$ cat src/rtl/jtframe_db15_tx.sv
// jtframe_db15_tx: device-side DB15 joystick responder.
// Behaves like two chained 74HC165 shifters. Both player words are latched
// while the load strobe is low and shifted out LSB first, one bit per rising
// edge of joy_clk. Everything runs in the host clk domain, so joy_clk and
// joy_load are treated as asynchronous and synchronized first.
module jtframe_db15_tx #(
    parameter int WORDW = 12,
    parameter int SYNC  = 2     // synchronizer depth, must be >= 2
) (
    input  logic                            clk,
    input  logic                            rst,
    input  logic [WORDW-1:0]                joy1,
    input  logic [WORDW-1:0]                joy2,
    input  logic                            joy_clk,
    input  logic                            joy_load,
    output logic                            joy_data,
    output logic                            frame_done,
    output logic [$clog2(2*WORDW+1)-1:0]    bit_cnt
);

    localparam int FW = 2 * WORDW;
    localparam int CW = $clog2(FW + 1);
    localparam logic [CW-1:0] LAST = CW'(FW);

    typedef enum logic [1:0] {
        ST_IDLE  = 2'd0,
        ST_LOAD  = 2'd1,
        ST_SHIFT = 2'd2
    } state_t;

    logic [SYNC-1:0] r_clk_sync;
    logic [SYNC-1:0] r_ld_sync;
    logic            r_clk_hist;

    state_t          r_state;
    logic [FW-1:0]   r_shift;
    logic [CW-1:0]   r_cnt;
    logic            r_done;

    state_t          w_state_nxt;
    logic [FW-1:0]   w_shift_nxt;
    logic [CW-1:0]   w_cnt_nxt;
    logic            w_done_nxt;
    logic            w_clk_rise;
    logic            w_ld_act;
    logic [FW-1:0]   w_frame;

    // Synchronize joy_clk / joy_load and keep one history bit for edge detection.
    // NOTE: sequential state uses non-blocking assignments so every flop samples
    // the pre-edge value of its neighbour; blocking here would collapse the chain.
    always_ff @(posedge clk) begin
        if (rst) begin
            r_clk_sync <= '0;
            r_ld_sync  <= '1;   // load strobe is active-low, so idle high
            r_clk_hist <= 1'b0;
        end else begin
            r_clk_sync <= {r_clk_sync[SYNC-2:0], joy_clk};
            r_ld_sync  <= {r_ld_sync[SYNC-2:0], joy_load};
            r_clk_hist <= r_clk_sync[SYNC-1];
        end
    end

    assign w_clk_rise = r_clk_sync[SYNC-1] & ~r_clk_hist;
    assign w_ld_act   = ~r_ld_sync[SYNC-1];

    // Buttons are active-high at the ports but active-low on the wire.
    assign w_frame = ~{joy2, joy1};

    // Next-state and datapath update; an active load overrides everything,
    // including a coincident joy_clk rise.
    // NOTE: every output of this block gets a default first, so no path can
    // leave a value unassigned and infer a latch.
    always_comb begin
        w_state_nxt = r_state;
        w_shift_nxt = r_shift;
        w_cnt_nxt   = r_cnt;
        w_done_nxt  = 1'b0;
        if (w_ld_act) begin
            w_state_nxt = ST_LOAD;
            w_shift_nxt = w_frame;
            w_cnt_nxt   = '0;
        end else begin
            case (r_state)
                ST_LOAD: begin
                    // Strobe released: the last transparent load is the frame.
                    w_state_nxt = ST_SHIFT;
                end
                ST_SHIFT: begin
                    if (w_clk_rise) begin
                        w_shift_nxt = {1'b1, r_shift[FW-1:1]};
                        w_cnt_nxt   = r_cnt + 1'b1;
                        if (r_cnt == LAST - 1'b1) begin
                            w_done_nxt  = 1'b1;
                            w_state_nxt = ST_IDLE;
                        end
                    end
                end
                ST_IDLE: begin
                    // Serial-in is tied high; keep the register flushed.
                    w_shift_nxt = '1;
                end
                default: begin
                    // Unreachable encoding: fall back to a quiet line.
                    w_state_nxt = ST_IDLE;
                    w_shift_nxt = '1;
                    w_cnt_nxt   = '0;
                end
            endcase
        end
    end

    // State, shift register and output registers.
    always_ff @(posedge clk) begin
        if (rst) begin
            r_state <= ST_IDLE;
            r_shift <= '1;
            r_cnt   <= '0;
            r_done  <= 1'b0;
        end else begin
            r_state <= w_state_nxt;
            r_shift <= w_shift_nxt;
            r_cnt   <= w_cnt_nxt;
            r_done  <= w_done_nxt;
        end
    end

    assign joy_data   = r_shift[0];
    assign frame_done = r_done;
    assign bit_cnt    = r_cnt;

endmodule

$ cat config.mk
export PLATFORM = sky130hd
export DESIGN_NAME = jtframe_db15_tx
export DESIGN_NICKNAME = d
export VERILOG_FILES = /design/src/rtl/jtframe_db15_tx.sv
export SDC_FILE = /design/constraint.sdc
export NUM_CORES = 1
export LEC_CHECK = 0
export ABC_AREA = 1
export CAP_MARGIN = 5
export CORE_ASPECT_RATIO = 0.8
export CORE_MARGIN = 10
export CORE_UTILIZATION = 53
export DETAILED_ROUTE_END_ITERATION = 6
export PLACE_DENSITY = 0.81
export SYNTH_ARGS = -nofsm -noshare
export SYNTH_HDL_FRONTEND = slang
export SYNTH_SLANG_ARGS = --single-unit
$ cat constraint.sdc
create_clock -name clk -period 1.94 [get_ports clk]
set_input_delay 0.388 -clock clk [delete_from_list [all_inputs] [get_ports clk]]
set_output_delay 0.388 -clock clk [all_outputs]
set_load 0.02 [all_outputs]
==> flow_summary.yaml, run 1 <==
worst_setup_path:
  path_delay_family: "buffers and inverters"
  crit_path_start_kind: "flop"
  critPathArrivalTime_ns: 1.32
  slowest_delay_ns: 0.63
  cp.buffers_inverters: 1
  endpoint_kind: "primary output"
  slowest_stage: "clkdlybuf4s50_1"
  critPathKind: "flop to primary output"
  path_cells: "clkdlybuf4s50_1"
  reg2reg_from: "r_ld_sync[1]"
  cp-startpoint: "bit_cnt[2]"
  crit_required_ns: 1.55
  cp_max_fo: 6
yosys:
  netlist_area_um2: 1810
  synth_cell_type_count: 22
  seq_area_frac_synth: 0.409
  synth-seq-cells: 37
  synth_edf_count: 0
  synth_warnings: 0
  syn_inst: 254
  synth_most_common_cell: "nand2_1"
  ys.flop_type: "dfxtp_1"
  syn_area_per_cell_um2: 7.12
  async_flop_share: 0
  ys_top_cells_by_area: "dfxtp_1 41%, nand2_1 17%, a21boi_0 9.5%, nand3_1 8.9%, nor2_1 6.4%"
  synthesis.nets: 283
  synth_common_cells: "82 x nand2_1, 37 x dfxtp_1, 32 x nand3_1"
  synth_top_area_cell: "dfxtp_1"
  synth_top_area_share: 0.409
clock_network:
  hold_buffers: 0
  clock_latency_ns: 0.28
  path_clk_slew_ns: 0.07
  cts_tree: "yes"
  clockBufferDepth: 2
  cts_resized: 0
  cts-htree-levels: 2
  post_cts_buffers: 0
  clock-root-buffer: "clkbuf_8"
  clock-sinks: 37
  cts_buffers: 5
floorplanning:
  rows: 18
  io_pins: 35
  start_util: 0.570
  core_area_um2: 3180
  die_w_um: 85.3
  die-area_um2: 6170
  fp.dieH_um: 72.3
layout:
  final_cell_area_um2: 2200
  n_antenna_cell: 0
  area_growth_pct: 21.7
  fillers: 287
  finalNonFillerCells: 325
  final_layout_size_suffix_gt1_frac: 0.0667
  fin_util: 0.693
  fin_nets: 313
timing:
  finalSetupViolations: 0
  maxSlewHeadroom: 0.498
  rsz0062_at_grt: "no"
  worst_pin_slew_ns: 0.752
  hold_slack_ns: 0.401
  clock.fmax_mhz: 587
  finalMaxSlewViolations: 0
  tns_ns: 0
  fin_skew_ns: 0.00460
  final.min_clock_period_ns: 1.70
  hold_violations: 0
  timing.final.crit_share: 0.879
power_and_ir_drop:
  power.density_nw_per_um2: 714
  vdd_ir_drop_max_mv: 0.549
  leakage_nw: 0.967
placement:
  gp_congestion: 0.783
  dp.cells: 317
  postPlaceCellArea_um2: 2120
  dp_hpwl_um: 2690
  io_buffer_count: 34
routing:
  routedWlPerCell_um: 12.3
  vias_per_cell: 5.02
  first_pass_iters: 4
  drtIter0Drc: 148
  wirelength_um: 3980
  ant_nets: 0
  drc_errors: 0
  dr_total_vias: 1630
grt:
  grt_max_degree: 49
  grt.overflow.total: 0
  antenna_found_initial: 0
  first_global_vias: 1503
  grt_pass1_wl_um: 6710
  grt_usage: 0.128
outcome:
  outcome: "finished clean"
hold_path:
  hp-class: "flop to flop"
  hp-start: "r_clk_sync[0]"
flow_run:
  drv_cap: 0
==> report_power, final <==
part / switching [mW] / leakage, nW / internal, mW
combinational: 0.134 / 0.625 / 0.113
clock: 0.247 / 0.0395 / 0.255
sequential: 0.0237 / 0.303 / 0.801
==> cell type report <==
| cell class | count | area [um^2] | area share |
|---|---|---|---|
| clock buffers | 8 | 80.1 | 0.0364 |
| inverters | 15 | 56.3 | 0.0256 |
| multi-input cells | 188 | 900 | 0.409 |
| flip-flops and latches | 37 | 741 | 0.336 |
| well taps | 40 | 50.0 | 0.0227 |
| repair buffers | 37 | 375 | 0.170 |
==> logic make-up after synthesis <==
logic type | synth area share
adders and majority gates | 0.00691
buffers and inverters | 0.0934
and+or+nand+nor | 0.371
AOI/OAI and AO/OA | 0.119
DFF | 0.409
==> per-stage QoR <==
step / total power [mW] / setup WS, ns
after CTS: 1.58 / 0.227
final: 1.57 / 0.235
after global routing: 1.65 / 0.177
after global placement: 1.08 / 0.387
after floorplan: 1.00 / 0.746
after detailed placement: 1.09 / 0.305
==> final timing paths <==
| check | endpoint | slack, ns | cells past startpoint |
|---|---|---|---|
| max | bit_cnt[2] | 0.24 | 1 |
| max reg2reg | r_shift[9] | 0.44 | 5 |
| min | r_clk_sync[1] | 0.40 | 2 |
| min reg2reg | r_clk_sync[1] | 0.40 | 2 |
==> flip-flops by register name (all words and copies together) (netlist names) <==
name	count
r_state	2
r_shift	24
r_clk_sync	2
r_ld_sync	2
frame_done	1
r_clk_hist	1
bit_cnt	5
==> per-layer routing <==
metal  share of wire  vias to the layer above  wire (um)  track usage
met5               0                        -          0            0
met4          0.0055                        0         22       0.0383
met3           0.062                        4        246       0.0379
met2            0.44                       47       1770        0.210
met1            0.49                      708       1950        0.159
li1                -                      871          -            -
==> cell usage in the layout, fill, tap and decap left out, drive strengths merged <==
| cell type | n |
|---|---|
| clkdlybuf4s50 | 34 |
| buf | 3 |
| dfxtp | 37 |
| clkbuf | 8 |
| nor3 | 1 |
| inv | 15 |
| nor2 | 33 |
| nor4 | 1 |
| o21ai | 2 |
| ha | 1 |
| or2 | 2 |
| nand4 | 1 |
| nand3 | 32 |
| a21boi | 23 |
| a22oi | 1 |
| a21oi | 5 |
| nand2 | 86 |
Note: power is estimated with default switching activity, not from simulation.
==> run 2, diff against run 1 <==
Settings changed: CORE_UTILIZATION 53 to 51, PLACE_DENSITY 0.81 to 0.79.
Clock period 1.94 ns to 1.6 ns, I/O delays scaled along.
==> run 2 against run 1 <==
- clock skew barely moved
- clock power rose by 23%
- sequential share of layout area fell by 0.98 points
- critical endpoint is now frame_done
- highest routed layer unchanged
==> flow_summary.yaml, run 2 (synthesized netlist as in run 1, its figures left out) <==
outcome:
  outcome: "finished clean"
grt:
  antenna_found_initial: 0
  grt_usage: 0.124
  grt_max_degree: 24
  first_global_vias: 1479
  grt.overflow.total: 0
  grt_pass1_wl_um: 6510
layout:
  layout_commonest_cell: "nand2_1"
  final_layout_size_suffix_gt1_frac: 0.0865
  largest_reg_flops: 24
  regArea_um2: 741
  multi_input_area_um2: 900
  n_antenna_cell: 0
  area_growth_pct: 25.4
  fillers: 317
  fin_nets: 317
  layout_common_cells: "82 x nand2_1, 37 x dfxtp_1, 32 x nand3_1"
  top_register: "r_shift"
power_and_ir_drop:
  clkPwrFrac: 0.320
  leakage_nw: 1.03
  seq_power_share: 0.520
  combPwrFrac: 0.160
  vdd_ir_drop_max_mv: 0.674
  swShare: 0.261
  p_int_mw: 1.42
  power.density_nw_per_um2: 847
  power.switching_mw: 0.501
worst_setup_path:
  path_cells: "clkdlybuf4s50_1"
  path_delay_family: "buffers and inverters"
  cp.buffers_inverters: 1
  critPathKind: "flop to primary output"
  crit_path_start_kind: "flop"
  slowest_stage: "clkdlybuf4s50_1"
  critPathArrivalTime_ns: 1.22
  crit_required_ns: 1.28
  slowest_delay_ns: 0.60
  cp_max_fo: 1
  endpoint_kind: "primary output"
routing:
  ant_nets: 0
  dr_total_vias: 1638
  drtIter0Drc: 114
  drc_errors: 0
  vias_per_cell: 4.95
  routedWlPerCell_um: 11.3
  wirelength_um: 3760
  first_pass_iters: 4
timing:
  final.min_clock_period_ns: 1.54
  rsz0062_at_grt: "no"
  fin_skew_ns: 0.00443
  maxSlewHeadroom: 0.722
  hold_slack_ns: 0.404
  hold_violations: 0
  finalMaxSlewViolations: 0
  timing.final.crit_share: 0.960
  clock.fmax_mhz: 651
  finalSetupViolations: 0
  tns_ns: 0
  worst_pin_slew_ns: 0.415
clock_network:
  hold_buffers: 0
  clockBufferDepth: 2
  post_cts_buffers: 0
  cts_tree: "yes"
  cts-htree-levels: 2
  clock-sinks: 37
  path_clk_slew_ns: 0.07
  clock_latency_ns: 0.29
  clock-root-buffer: "clkbuf_8"
  cts_buffers: 5
floorplanning:
  core_area_um2: 3420
  die-area_um2: 6340
  io_pins: 35
  start_util: 0.529
  die_w_um: 86.6
  fp.dieH_um: 73.3
  rows: 19
flow_run:
  drv_cap: 0
placement:
  io_buffer_count: 34
  dp_hpwl_um: 2610
  gp_congestion: 0.820
hold_path:
  hp-class: "flop to flop"
run 2: power by group through the flow:
| stage | combinational [mW] | clock [mW] | sequential, mW |
|---|---|---|---|
| after global placement | 0.305 | 0 | 1.02 |
| final | 0.307 | 0.616 | 0.999 |
| after global routing | 0.351 | 0.671 | 1.00 |
| after CTS | 0.309 | 0.633 | 0.997 |
| after detailed placement | 0.309 | 0 | 1.02 |
| after floorplan | 0.202 | 0 | 1.02 |
run 2: cell type report:
class,count,share of cell area
multi-input cells,188,0.397
inverters,15,0.0248
well taps,42,0.0232
flip-flops and latches,37,0.327
clock inverters,2,0.00441
clock buffers,6,0.0320
repair buffers,41,0.192
run 2: path summary, 6_finish.rpt:
check / to / cells past startpoint / from / slack, ns
worst max register to register: r_shift[15] / 6 / r_state[1] / 0.20
worst min-delay path: r_clk_sync[1] / 2 / r_clk_sync[0] / 0.40
worst min register to register: r_clk_sync[1] / 2 / r_clk_sync[0] / 0.40
worst max-delay path: frame_done / 1 / frame_done / 0.06
run 2: metal layers:
metal	up-vias	share of wire	GRT usage
li1	875	-	-
met1	718	0.50	0.153
met2	41	0.43	0.183
met3	4	0.062	0.0420
met4	0	0.013	0.0718
met5	-	0	0
run 2: repair_timing:
action / in CTS / in global routing
endpoints found under the setup margin: 5 / 0
endpoints found under the hold margin: 0 / 0
gates resized for setup: 5 / 0
run 2: per-stage QoR:
stage | cells | util | worst slack [ns] | power [mW] | instance area [um^2]
floorplan | 254 | - | 0.406 | 1.22 | 1810
global placement | 323 | 0.640 | 0.132 | 1.32 | 2190
finish | 331 | 0.663 | 0.0643 | 1.92 | 2270
detailed placement | 323 | 0.640 | 0.0914 | 1.33 | 2190
global route | 331 | 0.663 | 0.0164 | 2.03 | 2270
CTS | 331 | 0.663 | 0.0478 | 1.94 | 2270
